`src/rtl/cdf_pkg.sv`:
```
// Shared types and default widths for the CDF pipeline store stage.
// Latency: n/a (types and constants only).
// Backpressure: n/a.
package cdf_pkg;

  typedef enum logic [1:0] {
    IDLE  = 2'd0,
    PACK  = 2'd1,
    DRAIN = 2'd2,
    DONE  = 2'd3
  } cdf_store_state_t;

  localparam int CDF_RESULT_W = 20;
  localparam int CDF_BUS_W    = 128;
  localparam int CDF_ADDR_W   = 16;

endpackage

```
`src/rtl/cdf_word_fifo.sv`:
```
// Generic synchronous word FIFO holding packed {address, mask, data} words.
// Latency: a pushed word is visible at the head on the cycle after the push.
// Backpressure: push ignored when full, pop ignored when empty; push+pop same cycle allowed.
module cdf_word_fifo #(
  parameter int W     = 8,
  parameter int DEPTH = 4,
  parameter int CW    = $clog2(DEPTH) + 1
) (
  input  logic          clock,
  input  logic          reset_n,
  input  logic          push,
  input  logic [W-1:0]  push_dat,
  input  logic          pop,
  output logic          full,
  output logic          empty,
  output logic [W-1:0]  head,
  output logic [CW-1:0] count
);

  localparam int PW = $clog2(DEPTH);

  logic [W-1:0]  r_mem [DEPTH];
  logic [PW-1:0] r_wr_ptr;
  logic [PW-1:0] r_rd_ptr;
  logic [CW-1:0] r_count;
  logic          w_push;
  logic          w_pop;

  assign full   = (r_count == CW'(DEPTH));
  assign empty  = (r_count == '0);
  assign head   = r_mem[r_rd_ptr];
  assign count  = r_count;
  assign w_push = push & ~full;
  assign w_pop  = pop & ~empty;

  // Storage array: data only, no reset needed since occupancy is tracked separately.
  always_ff @(posedge clock) begin
    if (w_push) r_mem[r_wr_ptr] <= push_dat;
  end

  // Pointers and occupancy; reset empties the FIFO.
  always_ff @(posedge clock or negedge reset_n) begin
    if (!reset_n) begin
      r_wr_ptr <= '0;
      r_rd_ptr <= '0;
      r_count  <= '0;
    end else begin
      if (w_push) r_wr_ptr <= r_wr_ptr + PW'(1);
      if (w_pop)  r_rd_ptr <= r_rd_ptr + PW'(1);
      case ({w_push, w_pop})
        2'b10:   r_count <= r_count + CW'(1);
        2'b01:   r_count <= r_count - CW'(1);
        default: r_count <= r_count;
      endcase
    end
  end

endmodule

```
`src/rtl/cdf_store_packer.sv`:
```
// Packs narrow CDF results into wide lane-masked memory words at incrementing addresses.
// Latency: a word completed at edge t is presented with WriteEnable from t+1.
// Backpressure: InReady drops while the word FIFO is full; WriteReady low holds the FIFO head.
module cdf_store_packer
  import cdf_pkg::*;
#(
  parameter int RESULT_W   = CDF_RESULT_W,
  parameter int LANE_W     = 32,
  parameter int BUS_W      = CDF_BUS_W,
  parameter int ADDR_W     = CDF_ADDR_W,
  parameter int CNT_W      = 16,
  parameter int FIFO_DEPTH = 4,
  localparam int LANES     = BUS_W / LANE_W
) (
  input  logic                clock,
  input  logic                reset_n,
  input  logic                Begin,
  input  logic [ADDR_W-1:0]   BaseAddressIn,
  input  logic [CNT_W-1:0]    CountIn,
  input  logic                StartIn,
  input  logic [RESULT_W-1:0] ResultIn,
  output logic                InReady,
  output logic [BUS_W-1:0]    WriteBus,
  output logic [LANES-1:0]    WriteMask,
  output logic [ADDR_W-1:0]   WriteAddress,
  output logic                WriteEnable,
  input  logic                WriteReady,
  output logic                done
);

  localparam int LIDX_W = (LANES > 1) ? $clog2(LANES) : 1;
  localparam int FW     = BUS_W + LANES + ADDR_W;
  localparam int FCW    = $clog2(FIFO_DEPTH) + 1;

  cdf_store_state_t r_state;
  cdf_store_state_t w_state_nxt;

  logic [ADDR_W-1:0] r_base;
  logic [ADDR_W-1:0] r_word_idx;
  logic [CNT_W-1:0]  r_remaining;
  logic [LIDX_W-1:0] r_lane_idx;
  logic [BUS_W-1:0]  r_pack;
  logic [LANES-1:0]  r_mask;

  logic [BUS_W-1:0]  w_pack_nxt;
  logic [LANES-1:0]  w_mask_nxt;
  logic              w_accept;
  logic              w_last;
  logic              w_push;
  logic              w_pop;
  logic              w_full;
  logic              w_empty;
  logic [FW-1:0]     w_head;
  logic [FCW-1:0]    w_fcount;

  assign InReady     = (r_state == PACK) & ~w_full;
  assign w_accept    = StartIn & InReady;
  assign w_last      = (r_remaining == CNT_W'(1));
  assign w_push      = w_accept & ((r_lane_idx == LIDX_W'(LANES - 1)) | w_last);
  assign WriteEnable = ~w_empty;
  assign w_pop       = WriteEnable & WriteReady;

  // Insert the zero-extended result into the current lane of the pack register.
  always_comb begin
    w_pack_nxt = r_pack;
    w_mask_nxt = r_mask;
    for (int i = 0; i < LANES; i++) begin
      if (r_lane_idx == LIDX_W'(i)) begin
        w_pack_nxt[i*LANE_W +: LANE_W] = LANE_W'(ResultIn);
        w_mask_nxt[i]                  = 1'b1;
      end
    end
  end

  // Next-state and done decode; DRAIN ends on the pop that takes the last buffered word.
  always_comb begin
    w_state_nxt = r_state;
    done        = 1'b0;
    case (r_state)
      IDLE:    if (Begin) w_state_nxt = (CountIn == '0) ? DONE : PACK;
      PACK:    if (w_accept && w_last) w_state_nxt = DRAIN;
      DRAIN:   if (w_pop && (w_fcount == FCW'(1))) w_state_nxt = DONE;
      DONE: begin
        done        = 1'b1;
        w_state_nxt = IDLE;
      end
      default: w_state_nxt = IDLE;
    endcase
  end

  // State register.
  always_ff @(posedge clock or negedge reset_n) begin
    if (!reset_n) r_state <= IDLE;
    else          r_state <= w_state_nxt;
  end

  // Run bookkeeping and lane packer; a push clears the pack register for the next word.
  always_ff @(posedge clock or negedge reset_n) begin
    if (!reset_n) begin
      r_base      <= '0;
      r_word_idx  <= '0;
      r_remaining <= '0;
      r_lane_idx  <= '0;
      r_pack      <= '0;
      r_mask      <= '0;
    end else if ((r_state == IDLE) && Begin) begin
      r_base      <= BaseAddressIn;
      r_remaining <= CountIn;
      r_word_idx  <= '0;
      r_lane_idx  <= '0;
      r_pack      <= '0;
      r_mask      <= '0;
    end else if (w_accept) begin
      r_remaining <= r_remaining - CNT_W'(1);
      if (w_push) begin
        r_word_idx <= r_word_idx + ADDR_W'(1);
        r_lane_idx <= '0;
        r_pack     <= '0;
        r_mask     <= '0;
      end else begin
        r_lane_idx <= r_lane_idx + LIDX_W'(1);
        r_pack     <= w_pack_nxt;
        r_mask     <= w_mask_nxt;
      end
    end
  end

  cdf_word_fifo #(
    .W     (FW),
    .DEPTH (FIFO_DEPTH),
    .CW    (FCW)
  ) u_fifo (
    .clock    (clock),
    .reset_n  (reset_n),
    .push     (w_push),
    .push_dat ({r_base + r_word_idx, w_mask_nxt, w_pack_nxt}),
    .pop      (w_pop),
    .full     (w_full),
    .empty    (w_empty),
    .head     (w_head),
    .count    (w_fcount)
  );

  assign WriteBus     = WriteEnable ? w_head[BUS_W-1:0]              : '0;
  assign WriteMask    = WriteEnable ? w_head[BUS_W +: LANES]         : '0;
  assign WriteAddress = WriteEnable ? w_head[BUS_W+LANES +: ADDR_W] : '0;

endmodule

```
`config.mk`:
```
export PLATFORM = sky130hd
export DESIGN_NAME = cdf_store_packer
export DESIGN_NICKNAME = d
export VERILOG_FILES = /design/src/rtl/cdf_pkg.sv /design/src/rtl/cdf_word_fifo.sv /design/src/rtl/cdf_store_packer.sv
export SDC_FILE = /design/constraint.sdc
export NUM_CORES = 1
export LEC_CHECK = 0
export CAP_MARGIN = 20
export CORE_UTILIZATION = 40
export CTS_CLUSTER_DIAMETER = 60
export CTS_CLUSTER_SIZE = 16
export DETAILED_ROUTE_END_ITERATION = 12
export PLACE_DENSITY = 0.56
export SLEW_MARGIN = 20
export SYNTH_ARGS = -nofsm -noshare
export SYNTH_HDL_FRONTEND = slang
export SYNTH_SLANG_ARGS = --single-unit
```
`constraint.sdc`:
```
create_clock -name clock -period 7.78 [get_ports clock]
set_input_delay 1.556 -clock clock [delete_from_list [all_inputs] [get_ports clock]]
set_output_delay 1.556 -clock clock [all_outputs]
set_load 0.01 [all_outputs]
```
# Yosys cells after proc, flatten, opt, wreduce, memory -nomap -nowiden
# Memories as Yosys holds them, arrays and structs flattened.
# Cells that the tools add are included.
# totals
reg_bits	191
ram_bits	592
input_bits	57
out_inout_bits	151
word_cells	88
n_memories	1
# op_classes
n_addsub	8
eq_ne	14
muxes	34
bitwise_logic	9
n_reduce_logical	12
# memory_table
memory	words	word_bits	rd	rd_ports_with_merged_regs	wr	line	text
u_fifo.r_mem	4	148	1	0	1	cdf_word_fifo.sv:22	logic [W-1:0] r_mem [DEPTH];
# op_table
operator	count
128-bit 2-to-1 mux	4
32-bit 2-to-1 mux	4
16-bit 2-to-1 mux	6
16-bit by 1-bit adder with 16-bit output (second input constant)	1
16-bit adder	1
16-bit by 1-bit == test with 1-bit output (second input constant)	1
16-bit zero test	1
4-bit 2-to-1 mux	4
16-bit by 1-bit subtractor with 16-bit output (second input constant)	1
2-bit 2-to-1 mux	7
2-bit == test (second input constant)	5
2-bit one-hot mux with 4 select lines	1
1-bit 2-to-1 mux	7
2-bit by 1-bit adder with 2-bit output (second input constant)	3
1-bit AND	6
2-bit by 1-bit == test with 1-bit output (second input constant)	3
3-bit one-hot mux with 2 select lines	1
2-bit nonzero test	3
2-bit zero test	2
2-bit inequality test (second input constant)	2
3-bit by 1-bit adder with 3-bit output (second input constant)	1
3-bit by 1-bit == test with 1-bit output (second input constant)	1
3-bit == test (second input constant)	1
1-bit logical AND	3
other kinds (7)	8

# Longest topological paths before layout
# depth
depth_word	8
mapped_depth	11
mapped_depth_nobuf	10

# Hierarchy
# Synthesis repeated with hierarchy kept, for this count alone.
# unflattened
hier_cells	1938
hier_area_um2	32272.2
# modules_own_cells
mod	n_inst	cells_each	area_per_inst_um2	seq_area_each_um2
cdf_word_fifo	1	812	21780.9	17952.2
cdf_store_packer	1	1126	10491.3	4604.4

# Least setup slack after synthesis
# Ideal clock, no wire load.
# synth_path
path_kind	input port to flip-flop
start	input port StartIn
end	memory u_fifo.r_mem[0][0] (netlist name), enable pin
arrival_time_ns	5.781
required_ns	7.255
path_slack_ns	1.473
stages	4
cell_sequence	and2_1 -> clkbuf_1 -> clkbuf_1 -> and3_1
# synth_via
elab_chain_len	5
# synth_rtl
item	line	text
start, declared	cdf_store_packer.sv:20	input logic StartIn,
1-bit AND	cdf_store_packer.sv:57	assign w_accept = StartIn & InReady;
1-bit AND	cdf_store_packer.sv:59	assign w_push = w_accept & ((r_lane_idx == LIDX_W'(LANES - 1)) | w_last);
1-bit AND	cdf_word_fifo.sv:33	assign w_push = push & ~full;
1-bit 2-to-1 mux	cdf_word_fifo.sv:38	if (w_push) r_mem[r_wr_ptr] <= push_dat;
1-bit 2-to-1 mux (implied by the code)	cdf_word_fifo.sv:38	
end, declared	cdf_word_fifo.sv:22	
# Every way passes these cells.

# Worst setup path in the final report
# layout_path
start	register u_fifo.r_rd_ptr[1]
end	output port WriteBus[32]
# layout_via
elab_chain_len	2
# layout_rtl
item	line	text
start, declared	cdf_word_fifo.sv:24	logic [PW-1:0] r_rd_ptr;
start signal, assigned	cdf_word_fifo.sv:49	if (w_pop) r_rd_ptr <= r_rd_ptr + PW'(1);
memory 4 x 148 bit	n/a	
128-bit 2-to-1 mux	cdf_store_packer.sv:144	assign WriteBus = WriteEnable ? w_head[BUS_W-1:0] : '0;
end, declared	cdf_store_packer.sv:23	output logic [BUS_W-1:0] WriteBus,
# Every way passes these cells.

==> results by group <==
Floorplan
  – Die height: 284.9 um
  – Die W: roughly 280 um
  – DIE AREA: just over 80000 um2
  – Num ports: around 210
  – Core Footprint: 79130 um2
  – Initial Util: 40.46%
  – Core Rows: 103

STA
  – Fin crit share: between 60% and 70%
  – Clk_skew: 0.02419 ns
  – Fmax: 0.1907 GHz
  – Fin. Hold Viols: 0
  – Pin slew with the least headroom to its limit: 1.050 ns
  – Max-slew headroom: between 30% and 40%
  – Fin Hold WS: approximately 0.48 ns
  – # setup viols final: 0
  – Final max-slew violation count: 0
  – Setup total negative slack: 0 ns
  – RSZ-0062 raised after global routing: false
  – Shortest period the worst path allows: 5.244 ns

Drt
  – Initial drt markers: between 1k and 1.5k
  – Top sig layer: met5
  – Final wirelength: 72880 um
  – Pre-antenna DRT Iters: 5
  – Detail-routed via count per cell: 5.282
  – Post-route met1 wirelength: 33700 um
  – Remaining DRCs: 0
  – Routed WL per cell: 22.92 um
  – DR vias: 16.80k
  – Final ANT Viol Nets: 0
  – WL met3: 2979 um
  – WL met2: around 35000 um

Logic synthesis
  – Fraction of post-synthesis cell area in the top cell type by area: a little under three fifths
  – Synth cell types: 53
  – Post-synthesis sequential area ratio: 70.46%
  – Synthesized cell area: 32010 um2
  – Main synth FF type: edfxtp_1
  – Biggest area consumer among synthesized cells: edfxtp_1
  – Post-synth top cells: edfxtp_1 (592), and2_1 (221), dfrtp_1 (191), mux4_2 (148), nand2_1 (94)
  – Top-count cell post-synth: edfxtp_1
  – Yosys reg bits: approximately 780
  – Synth area leaders: edfxtp_1 (56%), dfrtp_1 (15%), mux4_2 (10%), and2_1 (4.3%), mux2_2 (2.8%)
  – Mapped Nets: 1987
  – Average cell area after synthesis: ~17 um2
  – Synth warn: 0
  – Number of synthesized flops with an enable pin: ~600
  – Gate Count Post-Synth: about 1.9k
  – Fraction of registers with async set/reset: 24.39%

Clock network
  – CTS max path bufs: 3
  – CTS tree: built
  – CTS resizes: 0
  – Clk_lat worst skew: 0.65 ns
  – Number of clock sinks: just under 800
  – CTS clock-pin slew for the worst setup and hold paths: around 0.07 ns
  – Root cell of the clock tree: clkbuf_16
  – Total setup buffers inserted after CTS: 0
  – H-tree depth: 2
  – Num CTS Buffers: 61
  – # hold bufs at CTS: 0

Flow run
  – Maximum capacitance violations: 0

Run status
  – Status: finished, final reports clean

Worst setup path
  – Crit path launch: u_fifo.r_rd_ptr[1]$_DFFE_PN0P_
  – Worst EP required: just over 6 ns
  – Worst Setup End Kind: output port
  – Critical Path AT: 3.69 ns
  – Max stage delay on crit path: 1.04 ns
  – CP Cell Sequence: buf_4 -> mux4_2 -> and2_1 -> clkdlybuf4s50_1
  – Crit path max fanout: 49
  – Critical path type: flop to output port
  – Worst Setup Start Kind: flop
  – FF-to-FF Start: u_fifo.count[0]$_DFFE_PN0P_
  – Slowest cell on crit path: dfrtp_4

Placed design
  – Final GP Congestion: between 0.7 and 0.8
  – DP HPWL: 40390 um
  – Port Buffers: 207
  – Post-DP Area: 35330 um2

Global route
  – Total GRT Usage: between 10% and 20%
  – Largest net degree at the start of global routing: 149
  – Grt total ovfl: 0
  – Antenna violations before repair: 4
  – First-pass GRT wire length: 110800 um
  – Vias in the first global route: between 15k and 20k

Hold path
  – Startpoint of the worst hold path: r_pack[55]$_DFFE_PN0P_
  – Worst min path class: flop to flop

Pwr
  – PD cells: 351.2 nW/um2
  – Leak: 13.08 nW
  – VDD IR max: 254.4 uV

Final layout
  – Ratio of cells with drive above 1 in the final layout: 16.97%
  – Fin area: 37290 um2
  – Synthesis-to-finish area growth: 16.47%
  – Final net count: 2171
## cell usage in the layout (no fill, tap or decap), drive strengths merged, types with 5 or more instances in the layout
cell,instances
edfxtp,592
and2,221
clkdlybuf4s50,206
dfrtp,191
mux4,148
nand2,94
clkbuf,91
nor2,85
mux2,81
a22oi,61
nor2b,49
ha,36
a21oi,29
o21ai,28
xnor2,23
buf,23
inv,18
nor4,12
xor2,10
nand2b,10
a21o,8
mux2i,8
clkinv,8
or3,7
nor3,7
nand3,7
or4,7
and3,7
clkinvlp,6
or2,5
o211ai,5
o31ai,5
## sequential cells by signal, indices dropped and copies added (netlist names)
name / flops
r_pack: 128
u_fifo.r_wr_ptr: 2
u_fifo.r_rd_ptr: 2
r_word_idx: 16
r_remaining: 16
r_lane_idx: 2
r_state: 2
r_base: 16
u_fifo.r_mem: 592
u_fifo.count: 3
r_mask: 4
## power breakdown
group | internal, mW | total, mW | switching (mW)
Clock | 1.60 | 3.09 | 1.49
Sequential | 5.00 | 5.31 | 0.308
Combinational | 2.36 | 4.69 | 2.33
Total | 8.97 | 13.1 | 4.12
## worst paths after layout
| path | end | slack, ns | depth (start not counted) |
|---|---|---|---|
| max in group asynchronous | u_fifo.r_rd_ptr[1]$_DFFE_PN0P_ | 5.40 | 2 |
| setup reg to reg | u_fifo.r_mem[0][96]$_DFFE_PP_ | 3.91 | 6 |
| setup / recovery | WriteBus[32] | 2.54 | 4 |
| hold reg to reg | r_pack[55]$_DFFE_PN0P_ | 0.48 | 1 |
| min in group asynchronous | r_remaining[6]$_DFFE_PN0P_ | 0.89 | 1 |
| hold / removal | r_pack[55]$_DFFE_PN0P_ | 0.48 | 1 |
## critical path, delay by kind of cell, from the launching register on
family        cells  cell delay, ns
flops             1            1.04
mux               1            0.35
simple gates      1            0.29
buf+inv           2            1.32
## per-layer routing
layer / up-vias / global-route usage (%)
met5: - / 0
met2: 331 / 29.42
li1: 7549 / -
met4: 4 / 3.717
met1: 8829 / 25.91
met3: 84 / 2.616
## per-stage QoR
stage / utilization (%) / power (mW) / std cells / setup WS (ns)
after floorplan: - / 8.017 / 1893 / 1.473
after global placement: 44.63 / 10.11 / 3064 / 3.009
after detailed placement: 44.65 / 10.19 / 3064 / 2.958
after CTS: 47.09 / 13.30 / 3177 / 2.421
after global routing: 47.11 / 13.79 / 3177 / 2.358
final: 47.12 / 13.09 / 3180 / 2.536
## logic make-up (layout without fill, tap and decap cells)
| group | count (synthesis) | after routing | synth area share (%) |
|---|---|---|---|
| mux | 237 | 237 | 13.51 |
| simple gates | 524 | 524 | 8.946 |
| compound gates | 158 | 158 | 3.283 |
| xor+xnor | 33 | 33 | 0.9028 |
| flops | 783 | 783 | 70.46 |
| fa+ha+maj | 37 | 37 | 1.470 |
| other cells | 0 | 3 | 0 |
| buf+inv | 121 | 355 | 1.427 |
## area by class of cell
| type | instances | area, um2 |
|---|---|---|
| flip-flops and latches | 783 | 22560 |
| inverters | 13 | 48.80 |
| clock inverters | 22 | 260.3 |
| diodes | 3 | 7.507 |
| multi-input cells | 989 | 9105 |
| repair buffers | 229 | 2317 |
| fillers | 6772 | 41840 |
| well taps | 1050 | 1314 |
| clock buffers | 91 | 1669 |
Note: power is estimated with default switching activity, not from simulation.
